$ cat config.mk
export PLATFORM = sky130hd
export DESIGN_NAME = anim_sequencer
export DESIGN_NICKNAME = d
export VERILOG_FILES = /design/src/rtl/anim_sequencer.sv
export SDC_FILE = /design/constraint.sdc
export NUM_CORES = 1
export LEC_CHECK = 0
export CORE_MARGIN = 2
export CORE_UTILIZATION = 52
export DETAILED_ROUTE_END_ITERATION = 6
export GPL_TIMING_DRIVEN = 0
export PLACE_DENSITY = 0.8
export REMOVE_ABC_BUFFERS = 1
export SYNTH_ARGS = -nofsm -noshare
export SYNTH_HDL_FRONTEND = slang
export SYNTH_SLANG_ARGS = --single-unit
$ cat constraint.sdc
create_clock -name clk -period 3.1 [get_ports clk]
set_clock_uncertainty 0.2 [all_clocks]
set_input_delay 0.62 -clock clk [delete_from_list [all_inputs] [get_ports clk]]
set_output_delay 0.62 -clock clk [all_outputs]
set_load 0.02 [all_outputs]
$ cat src/rtl/anim_sequencer.sv
// Sprite-animation sequencer: frame-rate tick, loop/one-shot/ping-pong frame counter and a
// registered sprite-ROM address generator. Define ANIM_PINGPONG_EN to enable ping-pong mode.
module anim_sequencer #(
  parameter int N_FRAMES = 16,
  parameter int TICK_DIV = 33554432,
  parameter int SPRITE_W = 128,
  parameter int SPRITE_H = 128,
  parameter int ADDR_W   = 18
) (
  input  logic                        clk,
  input  logic                        rst,
  input  logic                        start,
  input  logic                        stop,
  input  logic                        pause,
  input  logic [1:0]                  mode,
  input  logic [1:0]                  speed,
  input  logic [7:0]                  ram_addr_x,
  input  logic [7:0]                  ram_addr_y,
  output logic [$clog2(N_FRAMES)-1:0] frame,
  output logic [ADDR_W-1:0]           mem_addr,
  output logic                        addr_valid,
  output logic                        busy,
  output logic                        done
);

  localparam int FW = $clog2(N_FRAMES);
  localparam int CW = $clog2(TICK_DIV);
  localparam logic [FW-1:0] LAST = FW'(N_FRAMES - 1);

  typedef enum logic {IDLE, RUN} state_t;

  state_t        state;
  logic [CW-1:0] cnt;
  logic          tick_q;
  logic [1:0]    mode_q;
  logic [31:0]   period;
  logic          tick;
  logic [FW-1:0] nxt_frame;
  logic          nxt_done;
  logic          nxt_exit;
`ifdef ANIM_PINGPONG_EN
  logic          dir;      // 0 = counting up, 1 = counting down
  logic          nxt_dir;
`endif

  // A shift of TICK_DIV to zero would never tick; clamp to one frame per cycle instead.
  always_comb begin
    period = 32'(TICK_DIV) >> speed;
    if (period == 32'd0) period = 32'd1;
  end

  assign tick = !pause && (32'(cnt) >= period - 32'd1);

  // NOTE: every variable written here gets a default first, so no path leaves it unassigned
  // and no latch is inferred.
  always_comb begin
    nxt_frame = frame + 1'b1;
    nxt_done  = 1'b0;
    nxt_exit  = 1'b0;
`ifdef ANIM_PINGPONG_EN
    nxt_dir   = dir;
`endif
    case (mode_q)
      2'b01: begin
        if (frame == LAST) begin
          nxt_frame = frame;
          nxt_done  = 1'b1;
          nxt_exit  = 1'b1;
        end
      end
`ifdef ANIM_PINGPONG_EN
      2'b10: begin
        if (!dir) begin
          if (frame == LAST) begin
            nxt_frame = frame - 1'b1;
            nxt_dir   = 1'b1;
          end
        end else if (frame == '0) begin
          nxt_frame = FW'(1);
          nxt_dir   = 1'b0;
        end else begin
          nxt_frame = frame - 1'b1;
        end
        nxt_done = (nxt_frame == '0);
      end
`endif
      default: begin
        if (frame == LAST) begin
          nxt_frame = '0;
          nxt_done  = 1'b1;
        end
      end
    endcase
  end

  // NOTE: state is updated with non-blocking assignments so every register samples the
  // pre-edge values; done defaults low here and a later assignment in the block overrides it.
  always_ff @(posedge clk) begin
    done <= 1'b0;
    if (rst) begin
      state  <= IDLE;
      busy   <= 1'b0;
      frame  <= '0;
      cnt    <= '0;
      tick_q <= 1'b0;
      mode_q <= 2'b00;
`ifdef ANIM_PINGPONG_EN
      dir    <= 1'b0;
`endif
    end else if (stop) begin
      state  <= IDLE;
      busy   <= 1'b0;
      frame  <= '0;
      cnt    <= '0;
      tick_q <= 1'b0;
    end else if (start) begin
      state  <= RUN;
      busy   <= 1'b1;
      frame  <= '0;
      cnt    <= '0;
      tick_q <= 1'b0;
      mode_q <= mode;
`ifdef ANIM_PINGPONG_EN
      dir    <= 1'b0;
`endif
    end else if (state == RUN) begin
      if (tick)        cnt <= '0;
      else if (!pause) cnt <= cnt + 1'b1;
      tick_q <= tick;
      // A tick registered last cycle advances the frame even if pause has since risen.
      if (tick_q) begin
        frame <= nxt_frame;
        done  <= nxt_done;
`ifdef ANIM_PINGPONG_EN
        dir   <= nxt_dir;
`endif
        if (nxt_exit) begin
          state  <= IDLE;
          busy   <= 1'b0;
          cnt    <= '0;
          tick_q <= 1'b0;
        end
      end
    end
  end

  always_ff @(posedge clk) begin
    if (rst) begin
      mem_addr   <= '0;
      addr_valid <= 1'b0;
    end else if ((32'(ram_addr_x) < 32'(SPRITE_W)) && (32'(ram_addr_y) < 32'(SPRITE_H))) begin
      mem_addr   <= ADDR_W'(32'(frame) * 32'(SPRITE_W * SPRITE_H)
                          + 32'(ram_addr_y) * 32'(SPRITE_W) + 32'(ram_addr_x));
      addr_valid <= 1'b1;
    end else begin
      mem_addr   <= '0;
      addr_valid <= 1'b0;
    end
  end

endmodule

Word level (Yosys, flattened, before mapping)
Cells that the tools add are included.
{"block": "word_totals", "register_bits": 54, "output_inout_bits": 25, "input_bits": 25, "elab_cells": 60}
{"block": "op_classes", "bitwise": 4, "n_eq_ne": 3, "n_mux": 21, "shift": 1, "n_reduce_logical": 14, "order_cmp": 3, "add_sub_neg": 5}
{"cell": "25-bit 2-to-1 mux", "count": 4}
{"cell": "25-bit by 32-bit >= comparator with 1-bit output", "count": 1}
{"cell": "32-bit zero test", "count": 1}
{"cell": "32-bit 2-to-1 mux", "count": 1}
{"cell": "26-bit by 2-bit right shift with 32-bit output (first input constant)", "count": 1}
{"cell": "32-bit by 1-bit subtractor with 32-bit output (second input constant)", "count": 1}
{"cell": "25-bit by 1-bit adder with 25-bit output (second input constant)", "count": 1}
{"cell": "18-bit by 15-bit adder with 18-bit output", "count": 1}
{"cell": "18-bit by 8-bit adder with 18-bit output", "count": 1}
{"cell": "8-bit less-than comparator (second input constant)", "count": 2}
{"cell": "1-bit 2-to-1 mux", "count": 13}
{"cell": "4-bit 2-to-1 mux", "count": 3}
{"cell": "3-bit AND reduction", "count": 2}
{"cell": "2-bit nonzero test", "count": 3}
{"cell": "5-bit OR reduction", "count": 1}
{"cell": "4-bit by 1-bit adder with 4-bit output (second input constant)", "count": 1}
{"cell": "4-bit equality test (second input constant)", "count": 1}
{"cell": "1-bit inverter", "count": 4}
{"cell": "2-bit OR reduction", "count": 2}
{"cell": "3-bit OR reduction", "count": 1}
{"cell": "2-bit by 1-bit equality test with 1-bit output (second input constant)", "count": 1}
{"cell": "1-bit logical AND", "count": 2}
{"cell": "2-bit != test (second input constant)", "count": 1}
{"cell": "2-bit AND reduction", "count": 1}
{"cell": "1-bit zero test", "count": 1}

Longest topological paths before layout
Gate-level depths: netlist (run 1).
{"block": "depth", "ltp_word": 9, "mapped_depth": 9, "ltp_nobuf": 7}

Worst setup path after synthesis (run 1)
Ideal clock, no wire load.
{"block": "synth_path", "path_type": "input port to flip-flop", "from": "input speed[0]", "to": "register cnt[12]", "t_required_ns": 2.826, "setup_ns": 0.074, "stages": 9, "arrival_ns": 2.164, "path_slack_ns": 0.662, "path_cell_list": "or2_2 ha_1 a21oi_1 a21oi_1 a31oi_2 buf_4 buf_4 nand3_1 a31oi_1"}
{"block": "synth_via", "elab_chain_cells": 9}
{"item": "start: declaration", "line": "16", "text": "input logic [1:0] speed,"}
{"item": "26-bit by 2-bit right shift with 32-bit output *", "line": "48", "text": "period = 32'(TICK_DIV) >> speed;"}
{"item": "32-bit zero test", "line": "49", "text": "if (period == 32'd0) period = 32'd1;"}
{"item": "32-bit 2-to-1 mux *", "line": "49"}
{"item": "32-bit by 1-bit subtractor with 32-bit output *", "line": "52", "text": "assign tick = !pause && (32'(cnt) >= period - 32'd1);"}
{"item": "25-bit by 32-bit >= comparator with 1-bit output *", "line": "52"}
{"item": "1-bit logical AND *", "line": "52"}
{"item": "25-bit 2-to-1 mux *", "line": "127", "text": "if (tick) cnt <= '0;"}
{"item": "25-bit 2-to-1 mux", "line": "137", "text": "if (nxt_exit) begin"}
{"item": "25-bit 2-to-1 mux *", "line": "131", "text": "if (tick_q) begin"}
{"item": "end signal: assignment", "line": "128", "text": "else if (!pause) cnt <= cnt + 1'b1;"}
{"item": "end: declaration", "line": "33", "text": "logic [CW-1:0] cnt;"}
Mark *: on every way between the ends. The rest lies on a longest branch, timed or not.
A chain may end at the register's enable or synchronous reset.

Final worst setup path (run 1)
{"block": "layout_path", "from": "input speed[1]", "to": "register cnt[22]"}
The elaborated chain is that of the path after synthesis.

==> impl_metrics.csv, run 1 <==
group,metric,value,unit
run_status,status,"complete, no violations",
grt,grt_pass1_vias,2220,
pwr,vdd_drop_max,0.0002151,V
floorplanning,num_rows,25,
job,maxCapViolCount,0,
grt,grt_max_degree,41,
detailed_routing,routed_wl,6029,microns
synth,synth_area,2633,sq um
grt,grt_pass1_wl,10030,microns
setup_path,worst_r2r_path_depth,6,
layout,drive_gt1_share,5.523,%
worst_hold_path,whs_path_depth,1,
setup_path,r2r_start,"frame[0]",
worst_hold_path,hold_path_end,"cnt[15]",
grt,gr-total-overflow,0,
detailed_routing,ant_nets,0,
detailed_routing,drc,0,
synth,synth-edff-count,0,
clock_network,cts.sinks,54,
worst_hold_path,min_path_type,"reg -> reg",
setup_path,cp_data_required_time,3.13,ns
clock_network,cts_hold_buf,0,
pwr,cellLeakagePower,1.166,nW
timing,setup_violations,0,
setup_path,worstSetupEndpointType,"flip-flop",
clock_network,path_clk_slew,0.09,ns
placement,port_buffers,49,
timing,tightestPinTransition,0.8760,ns
clock_network,cts-htree-levels,2,
setup_path,timing.rr.end,"cnt[22]",
setup_path,startpoint_type,"primary input",
synth,synth.top_cell.area_share,41.06,%
setup_path,max_stage_delay,0.56,ns
layout,syn_to_final_growth,24.76,%
setup_path,cp.arrival,3.01,ns
timing,max_freq,336.2,MHz
synth,yosys.area.top_type,"dfxtp_1",
synth,synth_common_cells,"54 x dfxtp_1, 26 x nor2_1, 25 x a31oi_1",
floorplanning,coreArea,4817,sq um
floorplanning,start_util,54.65,%
clock_network,cts_setup_buffers,0,
synth,synth.distinct_cells,46,
placement,dp_hpwl,4095,microns
setup_path,worstSetupPathType,"in -> reg",
timing,post-route-min-period,2.974,ns
synth,yosys-top-cells-area,"dfxtp_1 41%, a31oi_1 5.9%, ha_1 4.3%",
timing,slew_headroom,41.39,%
layout,antenna_cells,0,
setup_path,crit_fanout,21,
setup_path,cp_common_cell,"a21oi_1",
clock_network,cts-root-buf,"clkbuf_8",
synth,async_flop_share,0,%
layout,nFillCells,424,
detailed_routing,drt_pre_antenna_iters,4,
floorplanning,dieArea,5648,sq um
worst_hold_path,hp-start,"cnt[15]",
setup_path,crit_chain,"clkdlybuf4s50_1 -> or2_2 -> ha_1 -> a21oi_1 -> a21oi_1 -> a31oi_4 -> nand2_2 -> o211ai_1",
timing,hold_viol,0,
floorplanning,io_pins,50,
placement,gp_congestion,0.8128,
pwr,p_per_area,389.0,nW/um^2
clock_network,clk_path_buf_depth,2,
setup_path,critPathSlowestCell,"a31oi_4",
timing,fin_crit_sh,95.95,%
synth,yosys_register_bits,54,
synth,post_synth.cell_area_avg,8.775,sq um
synth,yosys_warnings,0,
detailed_routing,wl_per_cell,14.67,microns
clock_network,numCtsBuffers,5,
synth,synthCells,300,
clock_network,cts_tree,"built",
detailed_routing,viasPerCell,5.776,
clock_network,clock_latency,0.31,ns
floorplanning,die_h,75.15,microns
synth,synth-main-ff-cell,"dfxtp_1",
setup_path,r2r_setup_slack,0.51,ns
timing,slew_violations,0,
detailed_routing,drt_iter0_markers,178,
pwr,power.total,1.278,mW
grt,antenna_found_initial,0,
detailed_routing,num_vias,2374,
layout,nNetsFinal,377,
grt,grtUsageTotal,22.76,%
synth,ys_seq_area_share,41.06,%
synth,yosysMostFrequentCell,"dfxtp_1",
floorplanning,dieWidth,75.15,microns
timing,whs,0.2758,ns
-- through the flow --
stage,cells,setup slack (ns),cell area [sq um],TNS (ns),util (%)
2_1_floorplan,286,-0.06727,2551,-0.3707,-
3_3_place_gp,402,-1.114,3126,-21.31,64.88
3_5_place_dp,402,-0.7210,3134,-11.50,65.06
4_1_cts,411,0.04684,3267,0,67.82
5_1_grt,411,-0.006398,3284,-0.006398,68.18
6_report,411,0.1256,3284,0,68.18
-- cells in the final DEF, fill, tap and decap left out, types with 3 or more instances in the layout --
cell | synthesis | final
a31oi_1 | 25 | 25
nand4b_1 | 3 | 3
nand3b_1 | 6 | 6
and4_1 | 7 | 7
xnor2_1 | 5 | 5
inv_1 | 9 | 9
nand2_1 | 18 | 17
clkbuf_8 | 0 | 5
mux2i_1 | 4 | 4
nand3_1 | 20 | 20
and2_1 | 11 | 11
a41oi_1 | 4 | 4
o21ai_0 | 5 | 5
clkdlybuf4s50_1 | 0 | 49
nor2b_1 | 3 | 3
nand4_1 | 12 | 12
o211ai_1 | 6 | 6
nor2_1 | 26 | 26
or3_1 | 3 | 3
xor2_1 | 4 | 4
ha_1 | 9 | 9
nor3_1 | 9 | 8
dfxtp_1 | 54 | 54
a21oi_1 | 11 | 11
and3_1 | 11 | 11
-- critical path, delay by kind of cell --
| family | cells | cell delay, ns |
|---|---|---|
| AO/OA/AOI/OAI | 4 | 1.12 |
| AND/OR/NAND/NOR | 2 | 0.52 |
| buffers and inverters | 1 | 0.44 |
| adder cells (fa/ha/maj) | 1 | 0.31 |
-- state kept, by name, indices dropped and copies added, names as in the netlist --
signal,flops
cnt,25
mem_addr,18
frame,4
mode_q,2
addr_valid,1
busy,1
done,1
state,1
tick_q,1
-- layer usage --
metal  GRT usage (%)  share of wire [%]  vias up
li1                -                  -     1199
met1           29.10                 46     1108
met2           37.82                 46       61
met3           7.631                7.5        6
met4           4.678               0.76        0
met5               0                  0        -
-- report_power, final --
group	leakage (nW)	switching, mW	internal, mW
Combinational	0.678	0.0458	0.0542
Clock	0.0514	0.231	0.241
Sequential	0.437	0.00335	0.702
-- logic make-up after synthesis --
logic type,Yosys count,synth area share (%)
xor gates and xnor gates,9,2.994
and+or+nand+nor,140,30.37
DFF,54,41.06
AOI/OAI and AO/OA,60,14.97
buffers and inverters,23,4.372
adders and majority gates,9,4.278
muxes,5,1.949
-- worst max path at each step --
stage / from / endpoint / cells past startpoint / slack [ns]
2_1_floorplan: speed[0] / cnt[10] / 7 / -0.07
3_3_place_gp: speed[1] / cnt[17] / 8 / -1.11
3_5_place_dp: rst / cnt[22] / 5 / -0.72
4_1_cts: speed[1] / cnt[5] / 8 / 0.05
5_1_grt: speed[1] / cnt[24] / 8 / -0.006
6_report: speed[1] / cnt[22] / 8 / 0.13
-- what timing repair did --
item / 4_1_cts / 5_1_grt
endpoints found under the setup margin: 16 / 17
pin swaps: 0 / 1
cloned: 1 / 0
gates resized for setup: 2 / 3
-- final cells by class --
type,instances,area (sq um),area share [%]
Clock inverter,2,37.54,1.143
Clock buffer,6,72.57,2.210
Tap cell,67,83.83,2.552
Timing Repair Buffer,49,490.5,14.93
Sequential cell,54,1081,32.91
Inverter,9,33.78,1.029
Multi-Input combinational cell,224,1485,45.22
(Power assumes the default switching activity.)
==> inputs of run 2 (changes only) <==
- CORE_UTILIZATION: 52 -> 54
- CTS_BUF_LIST: unset -> sky130_fd_sc_hd__clkbuf_4
- PLACE_DENSITY: 0.8 -> 0.82
==> run 2 against run 1 <==
  * Register-to-register slack worse by 0.10 ns
  * Sequential cell count is the same
  * Design area decreased by 1.3%
  * Cell count increased by 0.24%
==> impl_metrics.csv, run 2 (synthesis results as in run 1) <==
group,metric,value,unit
placement,dpl_cell_area,3134,sq um
layout,drive_gt1_share,5.797,%
detailed_routing,drt_iter0_markers,207,
timing,tightestPinTransition,0.9062,ns
clock_network,clk_path_buf_depth,2,
pwr,vdd_drop_max,0.0002082,V
floorplanning,num_rows,25,
floorplanning,start_util,55.74,%
floorplanning,dieWidth,73.82,microns
setup_path,worstSetupEndpointType,"flip-flop",
layout,largest_register_ffs,25,
setup_path,startpoint_type,"primary input",
clock_network,cts.sinks,54,
detailed_routing,drt_pre_antenna_iters,4,
layout,final_common_cell,"dfxtp_1",
timing,slew_violations,0,
placement,port_buffers,49,
layout,fin_util,68.64,%
setup_path,r2r_start,"frame[0]",
layout,multi_input_area,1489,sq um
layout,nFillCells,392,
layout,final_cell_mix,"54 x dfxtp_1, 49 x clkdlybuf4s50_1, 26 x nor2_1, 25 x a31oi_1, 20 x nand3_1",
setup_path,crit_chain,"clkdlybuf4s50_1 -> or2_2 -> ha_1 -> nand4b_1 -> nor3_2 -> a31oi_2 -> and2_1 -> a221o_1",
floorplanning,dieArea,5449,sq um
timing,max_freq,329.2,MHz
grt,grt_max_degree,41,
grt,antenna_found_initial,0,
grt,grt_pass1_vias,2309,
setup_path,cp.arrival,3.13,ns
pwr,power.total,1.134,mW
setup_path,worst_r2r_path_depth,6,
detailed_routing,wl_met3,555,microns
setup_path,cp_data_required_time,3.20,ns
timing,setup_violations,0,
setup_path,r2r_setup_slack,0.41,ns
grt,grtUsageTotal,23.59,%
layout,syn_to_final_growth,23.15,%
layout,reg.largest.list,"cnt x25, mem_addr x18, frame x4",
timing,slew_headroom,39.37,%
setup_path,timing.rr.end,"cnt[10]",
detailed_routing,met1_length,2470,microns
placement,gp_congestion,0.7918,
clock_network,numCtsBuffers,5,
setup_path,critPathSlowestCell,"clkdlybuf4s50_1",
worst_hold_path,min_path_type,"reg -> reg",
clock_network,cts-htree-levels,2,
clock_network,cts-root-buf,"clkbuf_4",
timing,layout_setup_ws,0.06229,ns
layout,regMostFlops,"cnt",
worst_hold_path,hp-start,"cnt[15]",
placement,post-place-ws,-0.7218,ns
detailed_routing,drc,0,
worst_hold_path,whs_path_depth,1,
floorplanning,coreArea,4723,sq um
pwr,p_per_area,349.7,nW/um^2
layout,design_area,3242,sq um
grt,gr-total-overflow,0,
layout,register_area,1081,sq um
detailed_routing,routed_wl,6030,microns
floorplanning,die_h,73.82,microns
timing,fin_crit_sh,97.99,%
floorplanning,io_pins,50,
layout,nNetsFinal,378,
setup_path,worstSetupPathType,"in -> reg",
setup_path,max_stage_delay,0.44,ns
detailed_routing,ant_nets,0,
job,maxCapViolCount,0,
clock_network,cts_tree,"built",
detailed_routing,num_vias,2443,
timing,post-route-min-period,3.038,ns
detailed_routing,wl_per_cell,14.64,microns
timing,whs,0.2940,ns
timing,hold_viol,0,
clock_network,clock_latency,0.39,ns
pwr,cellLeakagePower,1.135,nW
grt,grt_pass1_wl,10130,microns
detailed_routing,route.met2.wl,2953,microns
placement,dp_hpwl,4123,microns
detailed_routing,viasPerCell,5.930,
timing,rsz0062_at_grt,"false",
setup_path,crit_fanout,10,
worst_hold_path,hold_path_end,"cnt[15]",
run_status,status,"complete, no violations",
detailed_routing,top_layer_used,"met4",
layout,antenna_cells,0,
clock_network,path_clk_slew,0.17,ns
-- run 2: critical path: cells and delay by family --
family                   cells  cell delay, ns
AND/OR/NAND/NOR              4            1.07
buffers and inverters        1            0.44
adder cells (fa/ha/maj)      1            0.31
AO/OA/AOI/OAI                2            0.69
-- run 2: power by group --
group          switching [mW]  internal (mW)
Sequential            0.00332          0.703
Clock                   0.235         0.0933
Combinational          0.0451         0.0541
-- run 2: layer usage --
layer,up-vias,GRT usage [%]
met3,7,7.682
li1,1210,-
met5,-,0
met1,1129,28.36
met4,0,7.677
met2,97,39.68
-- run 2: worst max-delay path by stage --
stage	from	to	slack (ns)	cells past startpoint
after floorplan	speed[0]	cnt[10]	-0.07	7
after global placement	speed[1]	cnt[17]	-1.11	8
after detailed placement	rst	cnt[10]	-0.72	5
after CTS	speed[1]	cnt[24]	0.07	8
after global routing	rst	cnt[14]	0.004	5
final	speed[1]	cnt[24]	0.06	8
-- run 2: cell type report --
type                       instances  share of cell area [%]
tap                               67                   2.586
sequential                        54                   33.35
multi-input combinational        225                   45.93
clock inverter                     3                  0.8105
inverter                           9                   1.042
clock buffer                       5                   1.158
timing repair buffer              49                   15.13
-- run 2: what timing repair did --
item | in CTS | in global routing
hold buffers | 0 | 0
gates resized for setup | 1 | 2
endpoints found under the hold margin | 0 | 0
cloned | 1 | 1
endpoints found under the setup margin | 14 | 7
setup buffers | 0 | 0
-- run 2: through the flow --
step	TNS [ns]	std cells
2_1_floorplan	-0.3707	286
3_3_place_gp	-21.30	402
3_5_place_dp	-11.60	402
4_1_cts	0	411
5_1_grt	0	412
6_report	0	412
==> inputs of run 3 (changes only) <==
--- a/config.mk
+++ b/config.mk
@@ -7,9 +7,9 @@
 export LEC_CHECK = 0
 export CORE_MARGIN = 2
-export CORE_UTILIZATION = 54
+export CORE_UTILIZATION = 58
 export CTS_BUF_LIST = sky130_fd_sc_hd__clkbuf_4
 export DETAILED_ROUTE_END_ITERATION = 6
 export GPL_TIMING_DRIVEN = 0
-export PLACE_DENSITY = 0.82
+export PLACE_DENSITY = 0.88
 export REMOVE_ABC_BUFFERS = 1
 export SYNTH_ARGS = -nofsm -noshare
==> constraint.sdc (replaced) <==
create_clock -name clk -period 3.63 [get_ports clk]
set_clock_uncertainty 0.2 [all_clocks]
set_input_delay 0.5445 -clock clk [delete_from_list [all_inputs] [get_ports clk]]
set_output_delay 0.5445 -clock clk [all_outputs]
set_load 0.02 [all_outputs]
==> run 3 against run 2 <==
  * Non-clock buffer count unchanged
  * Total power down 10%
  * Critical path depth is the same
  * Routed wire length decreased by 5.7%
  * Hold slack got worse by 0.0050 ns
  * Sequential share of layout area rose by 0.46 points
==> impl_metrics.csv, run 3 (synthesis results as in run 1) <==
group,metric,value,unit
timing,layout_setup_ws,0.4576,ns
grt,grtUsageTotal,24.07,%
detailed_routing,drt_iter0_markers,183,
clock_network,cts-htree-levels,2,
placement,dp_cells,387,
layout,antenna_cells,0,
setup_path,worstSetupPathType,"in -> reg",
clock_network,postCtsResizedCells,0,
layout,syn_to_final_growth,21.48,%
setup_path,crit_chain,"clkdlybuf4s50_1 -> or2_2 -> ha_1 -> a21oi_1 -> a21oi_1 -> a31oi_4 -> nand2_1 -> o211ai_1",
floorplanning,coreArea,4354,sq um
layout,drive_gt1_share,4.956,%
setup_path,cp.arrival,3.27,ns
timing,slew_headroom,33.34,%
layout,final_common_cell,"dfxtp_1",
clock_network,cts_tree,"built",
layout,largest_register_ffs,25,
timing,post-route-min-period,3.172,ns
layout,nFillCells,326,
clock_network,path_clk_slew,0.15,ns
layout,final_cell_mix,"54 x dfxtp_1, 49 x clkdlybuf4s50_1, 26 x nor2_1, 25 x a31oi_1, 20 x nand3_1",
setup_path,max_stage_delay,0.80,ns
floorplanning,dieArea,5094,sq um
layout,fin_cells,395,
floorplanning,die_h,71.37,microns
grt,grt_pass1_vias,2257,
placement,gp_congestion,0.7652,
timing,whs,0.2890,ns
grt,gr-total-overflow,0,
timing,hold_viol,0,
layout,reg.largest.list,"cnt x25, mem_addr x18, frame x4",
placement,dp_hpwl,4072,microns
layout,regMostFlops,"cnt",
setup_path,cp_data_required_time,3.73,ns
grt,antenna_found_initial,0,
clock_network,cts.sinks,54,
detailed_routing,viasPerCell,6.104,
floorplanning,num_rows,24,
timing,max_freq,315.2,MHz
detailed_routing,drt_pre_antenna_iters,4,
placement,post-place-ws,-0.04937,ns
setup_path,worstSetupEndpointType,"flip-flop",
detailed_routing,routed_wl,5689,microns
worst_hold_path,min_path_type,"reg -> reg",
detailed_routing,drc,0,
detailed_routing,num_vias,2411,
clock_network,cts_hold_buf,0,
timing,tightestPinTransition,0.9999,ns
timing,rsz0062_at_grt,"false",
floorplanning,io_pins,50,
timing,fin_crit_sh,87.40,%
timing,slew_violations,0,
placement,port_buffers,49,
clock_network,clock_latency,0.37,ns
grt,grt_max_degree,42,
setup_path,critPathSlowestCell,"a31oi_4",
pwr,vdd_drop_max,0.0002560,V
layout,nNetsFinal,376,
clock_network,cts-root-buf,"clkbuf_4",
floorplanning,dieWidth,71.37,microns
grt,grt_pass1_wl,9956,microns
clock_network,cts_setup_buffers,0,
job,maxCapViolCount,0,
clock_network,numCtsBuffers,5,
pwr,p_per_area,317.4,nW/um^2
timing,setup_violations,0,
run_status,status,"complete, no violations",
detailed_routing,wl_per_cell,14.40,microns
setup_path,cp_common_cell,"a21oi_1",
floorplanning,start_util,60.46,%
clock_network,clk_path_buf_depth,2,
setup_path,crit_fanout,41,
pwr,cellLeakagePower,1.141,nW
setup_path,startpoint_type,"primary input",
detailed_routing,ant_nets,0,
==> run 3: changes by cell type in the layout (fill, tap and decap cells not counted) <==
cell	before	now
clkinv_2	0	2
bufinv_16	0	1
a31oi_4	2	1
clkinv_4	3	0
nor3_2	1	0
nor3_1	8	9
a31oi_2	1	0
==> run 3: critical path, delay by kind of cell <==
family | cells | cell delay (ns)
AO/OA/AOI/OAI | 4 | 1.33
adder cells (fa/ha/maj) | 1 | 0.31
buffers and inverters | 1 | 0.44
AND/OR/NAND/NOR | 2 | 0.65
==> run 3: metal layers <==
metal | vias to the layer above | wire, microns | GRT usage (%)
li1 | 1201 | - | -
met1 | 1123 | 2441 | 29.89
met2 | 79 | 2718 | 38.37
met3 | 8 | 450 | 8.158
met4 | 0 | 79 | 10.06
met5 | - | 0 | 0
==> run 3: area by class of cell <==
cell class / count / area (sq um) / share of cell area (%)
inverter: 9 / 33.78 / 1.056
sequential: 54 / 1081 / 33.80
multi-input combinational: 223 / 1450 / 45.34
clock inverter: 3 / 40.04 / 1.252
timing repair buffer: 49 / 490.5 / 15.34
tap: 52 / 65.06 / 2.034
clock buffer: 5 / 37.54 / 1.174
==> run 3: worst paths after layout <==
kind                  from      end  slack (ns)  cells past startpoint
hold / removal     cnt[15]  cnt[15]        0.29                      1
setup reg to reg  frame[0]  cnt[17]        0.94                      6
setup / recovery  speed[1]  cnt[17]        0.46                      8
hold reg to reg    cnt[15]  cnt[15]        0.29                      1
==> run 3: power breakdown <==
group          switching (mW)  internal (mW)  leakage, nW
clock network           0.184          0.143       0.0450
registers             0.00275          0.600        0.437
logic                  0.0386         0.0464        0.660
total                   0.225          0.790         1.14
==> run 3: metrics by stage <==
| step | utilization, % | power (mW) | TNS, ns | area [sq um] |
|---|---|---|---|---|
| finish | 73.45 | 1.015 | 0 | 3198 |
| floorplan | - | 0.6508 | 0 | 2551 |
| CTS | 73.33 | 1.024 | 0 | 3193 |
| global placement | 71.35 | 0.6977 | -5.468 | 3107 |
| detailed placement | 71.55 | 0.7009 | -0.1838 | 3115 |
| global route | 73.45 | 1.058 | 0 | 3198 |
